`config.mk`:
```
export PLATFORM = sky130hd
export DESIGN_NAME = pass_check_lock_flat
export DESIGN_NICKNAME = d
export VERILOG_FILES = /design/src/rtl/pass_check_lock_if.sv /design/src/rtl/pass_check_lock.sv /design/src/flat_wrapper.sv
export SDC_FILE = /design/constraint.sdc
export NUM_CORES = 1
export LEC_CHECK = 0
export ABC_AREA = 1
export BUFFER_PORTS_ARGS = -buffer_cell sky130_fd_sc_hd__buf_2
export CAP_MARGIN = 5
export CORE_ASPECT_RATIO = 0.9
export CORE_MARGIN = 5
export CORE_UTILIZATION = 60
export DETAILED_ROUTE_END_ITERATION = 10
export GPL_ROUTABILITY_DRIVEN = 0
export PLACE_DENSITY = 0.79
export SLEW_MARGIN = 5
export SYNTH_ARGS = -nofsm -noshare
export SYNTH_HDL_FRONTEND = slang
export SYNTH_SLANG_ARGS = --single-unit
```
`constraint.sdc`:
```
create_clock -name clk -period 3.4 [get_ports clk]
set_clock_uncertainty 0.1 [all_clocks]
set_input_delay 0 -clock clk [delete_from_list [all_inputs] [get_ports clk]]
set_output_delay 0 -clock clk [all_outputs]
set_load 0.01 [all_outputs]
```
`src/rtl/pass_check_lock_if.sv`:
```
// Button/status bus of the password checker.
// The code-programming signals exist only when PASS_CHECK_LOCK_CODE_PROG_EN is defined.
interface pass_check_lock_if #(
  parameter int CODE_LEN  = 4,
  parameter int MAX_FAILS = 3
);
  localparam int FW = $clog2(MAX_FAILS + 1);
  localparam int DW = $clog2(CODE_LEN + 1);

  logic          button_1;
  logic          button_0;
  logic          unlock;
  logic          locked_out;
  logic [FW-1:0] fail_cnt;
  logic [DW-1:0] digit_cnt;
`ifdef PASS_CHECK_LOCK_CODE_PROG_EN
  logic                prog_we;
  logic [CODE_LEN-1:0] prog_code;
`endif

  modport master (
    output button_1, button_0,
`ifdef PASS_CHECK_LOCK_CODE_PROG_EN
    output prog_we, prog_code,
`endif
    input  unlock, locked_out, fail_cnt, digit_cnt
  );

  modport slave (
    input  button_1, button_0,
`ifdef PASS_CHECK_LOCK_CODE_PROG_EN
    input  prog_we, prog_code,
`endif
    output unlock, locked_out, fail_cnt, digit_cnt
  );
endinterface

```
`src/rtl/pass_check_lock.sv`:
```
// Parametrised button password checker with failure lockout.
// Collects CODE_LEN digits (MSB first), opens for UNLOCK_CYCLES on a match and
// locks out for LOCK_CYCLES after MAX_FAILS consecutive wrong entries.
// Optional macro PASS_CHECK_LOCK_CODE_PROG_EN adds a code register writable in OPEN.
module pass_check_lock #(
  parameter int                  CODE_LEN      = 4,
  parameter logic [CODE_LEN-1:0] CODE          = 4'b1011,
  parameter int                  MAX_FAILS     = 3,
  parameter int                  LOCK_CYCLES   = 16,
  parameter int                  UNLOCK_CYCLES = 8,
  parameter int                  ENTRY_TIMEOUT = 16
) (
  input  logic             clk,
  input  logic             reset,
  pass_check_lock_if.slave bus
);
  localparam int FW     = $clog2(MAX_FAILS + 1);
  localparam int DW     = $clog2(CODE_LEN + 1);
  localparam int TMAX_A = (LOCK_CYCLES > UNLOCK_CYCLES) ? LOCK_CYCLES : UNLOCK_CYCLES;
  localparam int TMAX   = (TMAX_A > ENTRY_TIMEOUT) ? TMAX_A : ENTRY_TIMEOUT;
  localparam int TW     = $clog2(TMAX) + 1;

  localparam logic [1:0] S_IDLE  = 2'b00;
  localparam logic [1:0] S_ENTRY = 2'b01;
  localparam logic [1:0] S_OPEN  = 2'b10;
  localparam logic [1:0] S_LOCK  = 2'b11;

  // Timers count down to zero; the reload value is duration-1 so the
  // terminal cycle is the one that sees zero.
  localparam logic [TW-1:0] T_UNLOCK = TW'(UNLOCK_CYCLES - 1);
  localparam logic [TW-1:0] T_LOCK   = TW'(LOCK_CYCLES - 1);
  localparam logic [TW-1:0] T_ENTRY  = TW'(ENTRY_TIMEOUT - 1);
  localparam logic [FW-1:0] F_MAX    = FW'(MAX_FAILS);
  localparam logic [DW-1:0] D_LEN    = DW'(CODE_LEN);

  logic [1:0]          state_q, state_d;
  logic [CODE_LEN-1:0] shift_q, shift_d;
  logic                inv_q, inv_d;
  logic [DW-1:0]       digit_q, digit_d;
  logic [FW-1:0]       fail_q, fail_d;
  logic [TW-1:0]       tmr_q, tmr_d;
  logic                unlock_q, unlock_d;
  logic                lock_q, lock_d;

  logic [CODE_LEN-1:0] code_s;
  logic                press_s;
  logic                both_s;
  logic [CODE_LEN-1:0] base_shift_s;
  logic                base_inv_s;
  logic [CODE_LEN-1:0] entry_s;
  logic                inv_next_s;
  logic [DW-1:0]       cnt_inc_s;
  logic [FW-1:0]       fail_inc_s;

  assign press_s = bus.button_1 | bus.button_0;
  assign both_s  = bus.button_1 & bus.button_0;

  // An entry starts from a clean slate in IDLE, so the first press is handled
  // exactly like later ones (this also covers CODE_LEN == 1).
  assign base_shift_s = (state_q == S_IDLE) ? {CODE_LEN{1'b0}} : shift_q;
  assign base_inv_s   = (state_q == S_IDLE) ? 1'b0 : inv_q;
  assign entry_s      = (base_shift_s << 1) | CODE_LEN'(bus.button_1);
  assign inv_next_s   = base_inv_s | both_s;
  assign cnt_inc_s    = ((state_q == S_IDLE) ? {DW{1'b0}} : digit_q) + DW'(1);
  // fail_q is below MAX_FAILS whenever an entry is judged, so this never overflows.
  assign fail_inc_s   = fail_q + FW'(1);

`ifdef PASS_CHECK_LOCK_CODE_PROG_EN
  logic [CODE_LEN-1:0] code_q, code_d;

  // Code reload is accepted only while the door is open.
  always_comb begin
    if ((state_q == S_OPEN) && bus.prog_we) begin
      code_d = bus.prog_code;
    end else begin
      code_d = code_q;
    end
  end

  // Code register, back to the default code on reset.
  always_ff @(posedge clk) begin
    if (reset) begin
      code_q <= CODE;
    end else begin
      code_q <= code_d;
    end
  end

  assign code_s = code_q;
`else
  assign code_s = CODE;
`endif

  // Next-state logic: digit collection, judging, and timed OPEN/LOCKOUT.
  always_comb begin
    state_d  = state_q;
    shift_d  = shift_q;
    inv_d    = inv_q;
    digit_d  = digit_q;
    fail_d   = fail_q;
    tmr_d    = tmr_q;
    unlock_d = 1'b0;
    lock_d   = 1'b0;
    case (state_q)
      S_IDLE, S_ENTRY: begin
        if (press_s) begin
          if (cnt_inc_s == D_LEN) begin
            shift_d = {CODE_LEN{1'b0}};
            inv_d   = 1'b0;
            digit_d = {DW{1'b0}};
            if (!inv_next_s && (entry_s == code_s)) begin
              state_d  = S_OPEN;
              fail_d   = {FW{1'b0}};
              tmr_d    = T_UNLOCK;
              unlock_d = 1'b1;
            end else if (fail_inc_s >= F_MAX) begin
              state_d = S_LOCK;
              fail_d  = F_MAX;
              tmr_d   = T_LOCK;
              lock_d  = 1'b1;
            end else begin
              state_d = S_IDLE;
              fail_d  = fail_inc_s;
              tmr_d   = {TW{1'b0}};
            end
          end else begin
            state_d = S_ENTRY;
            shift_d = entry_s;
            inv_d   = inv_next_s;
            digit_d = cnt_inc_s;
            tmr_d   = T_ENTRY;
          end
        end else if (state_q == S_ENTRY) begin
          if (tmr_q == {TW{1'b0}}) begin
            // Inactivity: drop the partial entry without counting a failure.
            state_d = S_IDLE;
            shift_d = {CODE_LEN{1'b0}};
            inv_d   = 1'b0;
            digit_d = {DW{1'b0}};
          end else begin
            tmr_d = tmr_q - TW'(1);
          end
        end else begin
          state_d = S_IDLE;
        end
      end
      S_OPEN: begin
        if (tmr_q == {TW{1'b0}}) begin
          state_d = S_IDLE;
        end else begin
          tmr_d    = tmr_q - TW'(1);
          unlock_d = 1'b1;
        end
      end
      S_LOCK: begin
        if (tmr_q == {TW{1'b0}}) begin
          state_d = S_IDLE;
          fail_d  = {FW{1'b0}};
        end else begin
          tmr_d  = tmr_q - TW'(1);
          lock_d = 1'b1;
        end
      end
      default: begin
        state_d = S_IDLE;
        shift_d = {CODE_LEN{1'b0}};
        inv_d   = 1'b0;
        digit_d = {DW{1'b0}};
        fail_d  = {FW{1'b0}};
        tmr_d   = {TW{1'b0}};
      end
    endcase
  end

  // State and output registers with synchronous reset.
  always_ff @(posedge clk) begin
    if (reset) begin
      state_q  <= S_IDLE;
      shift_q  <= {CODE_LEN{1'b0}};
      inv_q    <= 1'b0;
      digit_q  <= {DW{1'b0}};
      fail_q   <= {FW{1'b0}};
      tmr_q    <= {TW{1'b0}};
      unlock_q <= 1'b0;
      lock_q   <= 1'b0;
    end else begin
      state_q  <= state_d;
      shift_q  <= shift_d;
      inv_q    <= inv_d;
      digit_q  <= digit_d;
      fail_q   <= fail_d;
      tmr_q    <= tmr_d;
      unlock_q <= unlock_d;
      lock_q   <= lock_d;
    end
  end

  assign bus.unlock     = unlock_q;
  assign bus.locked_out = lock_q;
  assign bus.fail_cnt   = fail_q;
  assign bus.digit_cnt  = digit_q;
endmodule

```
`src/flat_wrapper.sv`:
```
// flat-port wrapper written by rule: the top's interface ports become plain ports
module pass_check_lock_flat 
#(
  parameter int                  CODE_LEN      = 4,
  parameter logic [CODE_LEN-1:0] CODE          = 4'b1011,
  parameter int                  MAX_FAILS     = 3,
  parameter int                  LOCK_CYCLES   = 16,
  parameter int                  UNLOCK_CYCLES = 8,
  parameter int                  ENTRY_TIMEOUT = 16
)
  (clk, reset, bus_button_1, bus_button_0, bus_unlock, bus_locked_out, bus_fail_cnt, bus_digit_cnt);
  pass_check_lock_if #(.CODE_LEN(CODE_LEN), .MAX_FAILS(MAX_FAILS)) bus_i ();
  input  logic clk;
  input  logic reset;
  input wire logic [$bits(bus_i.button_1)-1:0] bus_button_1;
  input wire logic [$bits(bus_i.button_0)-1:0] bus_button_0;
  output wire logic [$bits(bus_i.unlock)-1:0] bus_unlock;
  output wire logic [$bits(bus_i.locked_out)-1:0] bus_locked_out;
  output wire logic [$bits(bus_i.fail_cnt)-1:0] bus_fail_cnt;
  output wire logic [$bits(bus_i.digit_cnt)-1:0] bus_digit_cnt;
  assign bus_i.button_1 = bus_button_1;
  assign bus_i.button_0 = bus_button_0;
  assign bus_unlock = bus_i.unlock;
  assign bus_locked_out = bus_i.locked_out;
  assign bus_fail_cnt = bus_i.fail_cnt;
  assign bus_digit_cnt = bus_i.digit_cnt;
  pass_check_lock #(.CODE_LEN(CODE_LEN), .CODE(CODE), .MAX_FAILS(MAX_FAILS), .LOCK_CYCLES(LOCK_CYCLES), .UNLOCK_CYCLES(UNLOCK_CYCLES), .ENTRY_TIMEOUT(ENTRY_TIMEOUT)) u_core (.clk(clk), .reset(reset), .bus(bus_i));
endmodule
```
[Word-level counts from Yosys, hierarchy flattened]
Index checks and enable logic that the tools add are counted.
Cells by class
  $add $sub $neg: 3
  magnitude comparators: 1
  equality and inequality tests: 9
  muxes and demuxes: 45
  bitwise gates (word level): 4
  reduce and logical (&&, ||, !) cells: 11
Operators by type and width (count)
  3-bit two-way mux: 10
  5-bit two-way mux: 5
  2-bit two-way mux: 11
  1-bit two-way mux: 13
  5-bit case mux with 2 select lines: 1
  2-bit case mux with 2 select lines: 2
  2-bit by 1-bit != test with 1-bit output, second input constant: 3
  2-bit nonzero test: 3
  5-bit zero test: 1
  5-bit by 1-bit subtractor with 5-bit output, second input constant: 1
  2-bit == test, second input constant: 2
  4-bit == test, second input constant: 1
  4-bit two-way mux: 1
  4-bit by 1-bit OR with 4-bit output: 1
  1-bit case mux with 2 select lines: 2
  4-bit AND reduction: 1
  2-bit OR reduction: 2
  3-bit by 1-bit adder with 3-bit output, second input constant: 1
  3-bit == test, second input constant: 1
  3-bit by 1-bit != test with 1-bit output, second input constant: 1
  3-bit AND reduction: 1
  2-bit by 1-bit adder with 2-bit output, second input constant: 1
  2-bit by 1-bit == test with 1-bit output, second input constant: 1
  2-bit greater-or-equal comparator, second input constant: 1
  other kinds (5): 6
Word-level totals
  flip-flop bits (word level): 18

[Logic depth before layout (Yosys ltp)]
  word-level depth: 9
  gate-level depth with buffers: 10

[Worst setup path before layout]
OpenSTA, ideal clock, no wires.
  path type: register to register
  from: reg u_core.state_q[0]
  to: reg u_core.fail_q[0], in the netlist u_core.bus.fail_cnt[0]
  data arrival time: 1.484 ns
  required time: 3.180 ns
  slack: 1.696 ns
  cell stages (with the launch flop): 11
  buffers on the path: 0
  period minus slack after synthesis: 1.704 ns
  cells stage by stage: dfxtp_1 -> nor2_4 -> nor2_1 -> ha_1 -> ha_1 -> inv_1 -> nor2_4 -> o21ai_4 -> nand2_1 -> nand2_1 -> a21oi_2
On the way
  cells in the longest elaborated chain, start to end: 9
  elaborated cells on any way between the ends: 23
  those cells by class: add/sub (1); eq/ne (7); mux (7); bitwise (2); reduce/logical (6)
RTL lines
  from (decl): RTL line pass_check_lock.sv:36  | logic [1:0] state_q, state_d;
  from (signal assigned): RTL line pass_check_lock.sv:187  | state_q <= state_d;
  2-bit zero test
  3-bit two-way mux / 1-bit two-way mux (equally long branches): RTL line pass_check_lock.sv:60, pass_check_lock.sv:61
  4-bit by 1-bit OR with 4-bit output / 1-bit OR (equally long branches): RTL line pass_check_lock.sv:62, pass_check_lock.sv:63
  4-bit == test / 1-bit zero test (equally long branches): RTL line pass_check_lock.sv:111  | if (!inv_next_s && (entry_s == code_s)) begin
  1-bit logical AND: RTL line pass_check_lock.sv:111
  2-bit two-way mux: RTL line pass_check_lock.sv:111
  2-bit two-way mux: RTL line pass_check_lock.sv:107  | if (cnt_inc_s == D_LEN) begin
  2-bit two-way mux: RTL line pass_check_lock.sv:106  | if (press_s) begin
  2-bit case mux with 2 select lines: RTL line pass_check_lock.sv:104  | case (state_q)
  to (signal assigned): RTL line pass_check_lock.sv:182  | fail_q <= {FW{1'b0}};
  to (signal assigned): RTL line pass_check_lock.sv:191  | fail_q <= fail_d;
  to (decl): RTL line pass_check_lock.sv:40  | logic [FW-1:0] fail_q, fail_d;
Several ways; a longest one is shown, not always the timed one. The select of a mux whose other input is x is not followed.
A chain may end at the register's enable or synchronous reset.

[Worst setup path after layout]
Same ends and word-level chain as after synthesis.

==> metrics.txt <==
routed wire length=2200 um; sequential power share=52.0%; share of cells above drive strength 1=between 20% and 30%; via count=approximately 960; chip width=between 50 and 60 um; Filler cells=140; internal power=approximately 320 uW; Worst-Margin Slew=0.341 ns; Syn Nets=157; largest family of logic cells by synthesized area=simple AND/OR/NAND/NOR gates; Worst Setup Start Kind=register; highest routing layer actually used=met4; CP required=approximately 3.5 ns; Final Max Slew Viols=0; First-pass DRT Iterations=4; pwr/cell area=365 mW/mm^2; vias in the first global route=883; Psw=128 uW; largest net degree at the start of global routing=13; Hold Path Class=in2reg; switching share of power=around 29%; Worst-Skew Late Latency=around 0.30 ns; crit path kind=reg2reg; DR WL/cell=11.8 um; Netlist Area Pre-Place=around 0.0011 mm^2; crit path DAT=1.95 ns; Yosys warning count=0; number of CTS-inserted buffers=3; Core Box Area=0.00170 mm^2; Post-Synth Adder-Cell Area=5.77%; synthesis-to-layout area growth=12.2%; Worst IR Drop VDD=315 uV; Inst Count DP=181; Distinct cells, synth=23; shortest period the worst path allows=1.85 ns; root buffer cell=clkbuf_4; cell count after synthesis=around 150; Die Span Y=50.3 um; share of the synthesized area in the top cell type=33.3%; outcome=finished clean; met2 WL=between 1000 and 1500 um; reg2reg setup slack=1.55 ns; register area share after synthesis=33.3%; H-tree levels=1; nets=173; Initial Utilization=between 60% and 70%; First DRT Iteration DRCs=9; largest area contributor in the netlist=dfxtp_1; syn avg cell area=7.32 um^2; number of synthesized register bits=18; drt via density=5.15; Critical Path Sink Type=register; top cells by area, synth=dfxtp_1 33%, nand2_1 8.7%, inv_1 7.6%, ha_1 5.8%, a21oi_1 5.1%; fin crit share=54.3%; IO Count=11; wire length on met3=110 um; global-route wire length before repair=3720 um; TritonCTS clock tree=yes; Tot GR Track Use=18.2%; Fin. Hold Viols=0; final setup TNS=0 ns; Slew HR=between 70% and 80%; Max clock buf depth=2; standard-cell rows=14; max cap viols=0; Port Buffers=10; antenna violations before repair=0; crit-path max FO=6; Diodes inserted=0; full die area=0.00276 mm^2; DRC violations left=0; Detailed Place HPWL=~1700 um; simple-gate portion of the synthesized area=between 30 and 40%; Comb pwr share=17.8%; total congestion overflow=0; Max Fclk=approximately 540 MHz; RSZ-0062 raised after global routing=false; Non-Filler Instances=187; clk slew on worst S/H paths=0.10 ns; XOR/XNOR share of the synthesized area=less than 1%; cell leakage power=about 0.00055 uW; Sinks on Clock Net=18; final setup fails=0; Detail Route Antenna Nets=0; mux cell area share after synthesis=0%; Clock Power Share=30.2%; wl on met1=1060 um; Compound-Gate Fraction of Synth Area=19.9%
[per-stage QoR]
step	setup slack [ns]	area [um^2]	utilization [%]	total power [uW]	hold WS [ns]
after floorplan	1.70	1080	-	293	-0.0376
after global placement	1.64	1160	68.3	310	0.165
after detailed placement	1.58	1160	68.3	313	0.168
after CTS	1.55	1220	71.6	447	0.00945
after global routing	1.45	1220	71.6	471	0.0573
final	1.55	1220	71.6	444	0.0251
[layer usage]
| layer | global-route usage, % | up-vias |
|---|---|---|
| met4 | 4.56 | 0 |
| li1 | - | 509 |
| met3 | 6.21 | 4 |
| met5 | 0 | - |
| met1 | 23.5 | 430 |
| met2 | 28.5 | 20 |
[synthesized netlist by cell type (all sizes together)]
cell / instances
o211ai: 3
nand2: 33
o21a: 1
inv: 28
ha: 5
clkbuf: 1
a21oi: 17
nor2: 15
xnor2: 1
a31oi: 1
nand3: 13
o21ai: 12
dfxtp: 18
[what timing repair did]
item                                   CTS  global route
resized for setup                        0             0
hold buffers                             2             0
endpoints found under the hold margin    6             0
setup buffers                            0             0
[cells in the final DEF, fill, tap and decap left out, types with 3 or more instances in the layout]
cell       n
a21oi_1   11
a21oi_2    6
buf_2     10
clkbuf_4   3
dfxtp_1   18
ha_1       5
inv_1     22
inv_2      6
nand2_1   25
nand2_2    5
nand2_4    3
nand3_1   11
nor2_1     9
nor2_2     3
nor2_4     3
o211ai_1   3
o21ai_0    5
o21ai_1    6
[worst max-delay path, cell delays in order, from the launching register on]
cell and delay [ns]:
dfxtp_1 0.38, nor2_4 0.21, nor2_1 0.07, ha_1 0.21, ha_1 0.25, inv_1 0.12, nor2_4 0.06, o21ai_4 0.16
nand2_1 0.07, nand2_1 0.07, a21oi_2 0.03
[flip-flops by register name, summed over array words and instances, names as in the netlist]
| register | cells |
|---|---|
| u_core.state_q | 2 |
| u_core.inv_q | 1 |
| u_core.bus.digit_cnt | 3 |
| u_core.shift_q | 3 |
| u_core.bus.fail_cnt | 2 |
| u_core.tmr_q | 5 |
| u_core.bus.locked_out | 1 |
| u_core.bus.unlock | 1 |
[worst paths after layout]
kind,startpoint,end,cells past startpoint
setup / recovery,u_core.state_q[0],u_core.bus.fail_cnt[0],10
hold / removal,bus_button_0,u_core.bus.digit_cnt[1],5
setup reg to reg,u_core.state_q[0],u_core.bus.fail_cnt[0],10
hold reg to reg,u_core.tmr_q[4],u_core.tmr_q[4],2
[power by group through the flow]
stage / clock (uW) / combinational [uW] / sequential (uW)
after floorplan: 0 / 59.0 / 234
final: 134 / 79.1 / 231
after global placement: 0 / 75.4 / 235
after detailed placement: 0 / 77.4 / 235
after CTS: 138 / 79.4 / 230
after global routing: 150 / 88.3 / 232
[layout make-up]
type / instances / area, um^2 / area share (%)
repair buffers: 12 / 70.1 / 5.76
flip-flops and latches: 18 / 360 / 29.6
clock buffers: 4 / 36.3 / 2.98
multi-input cells: 101 / 614 / 50.5
well taps: 24 / 30.0 / 2.47
inverters: 28 / 105 / 8.64
[cell families (layout without fill, tap and decap cells)]
group / count (synthesis) / count (layout)
AND/OR/NAND/NOR: 61 / 61
AO/OA/AOI/OAI: 34 / 34
buffers and inverters: 29 / 44
flip-flops: 18 / 18
adder cells (fa/ha/maj): 5 / 5
XOR/XNOR: 1 / 1
Note: power is estimated with default switching activity, not from simulation.
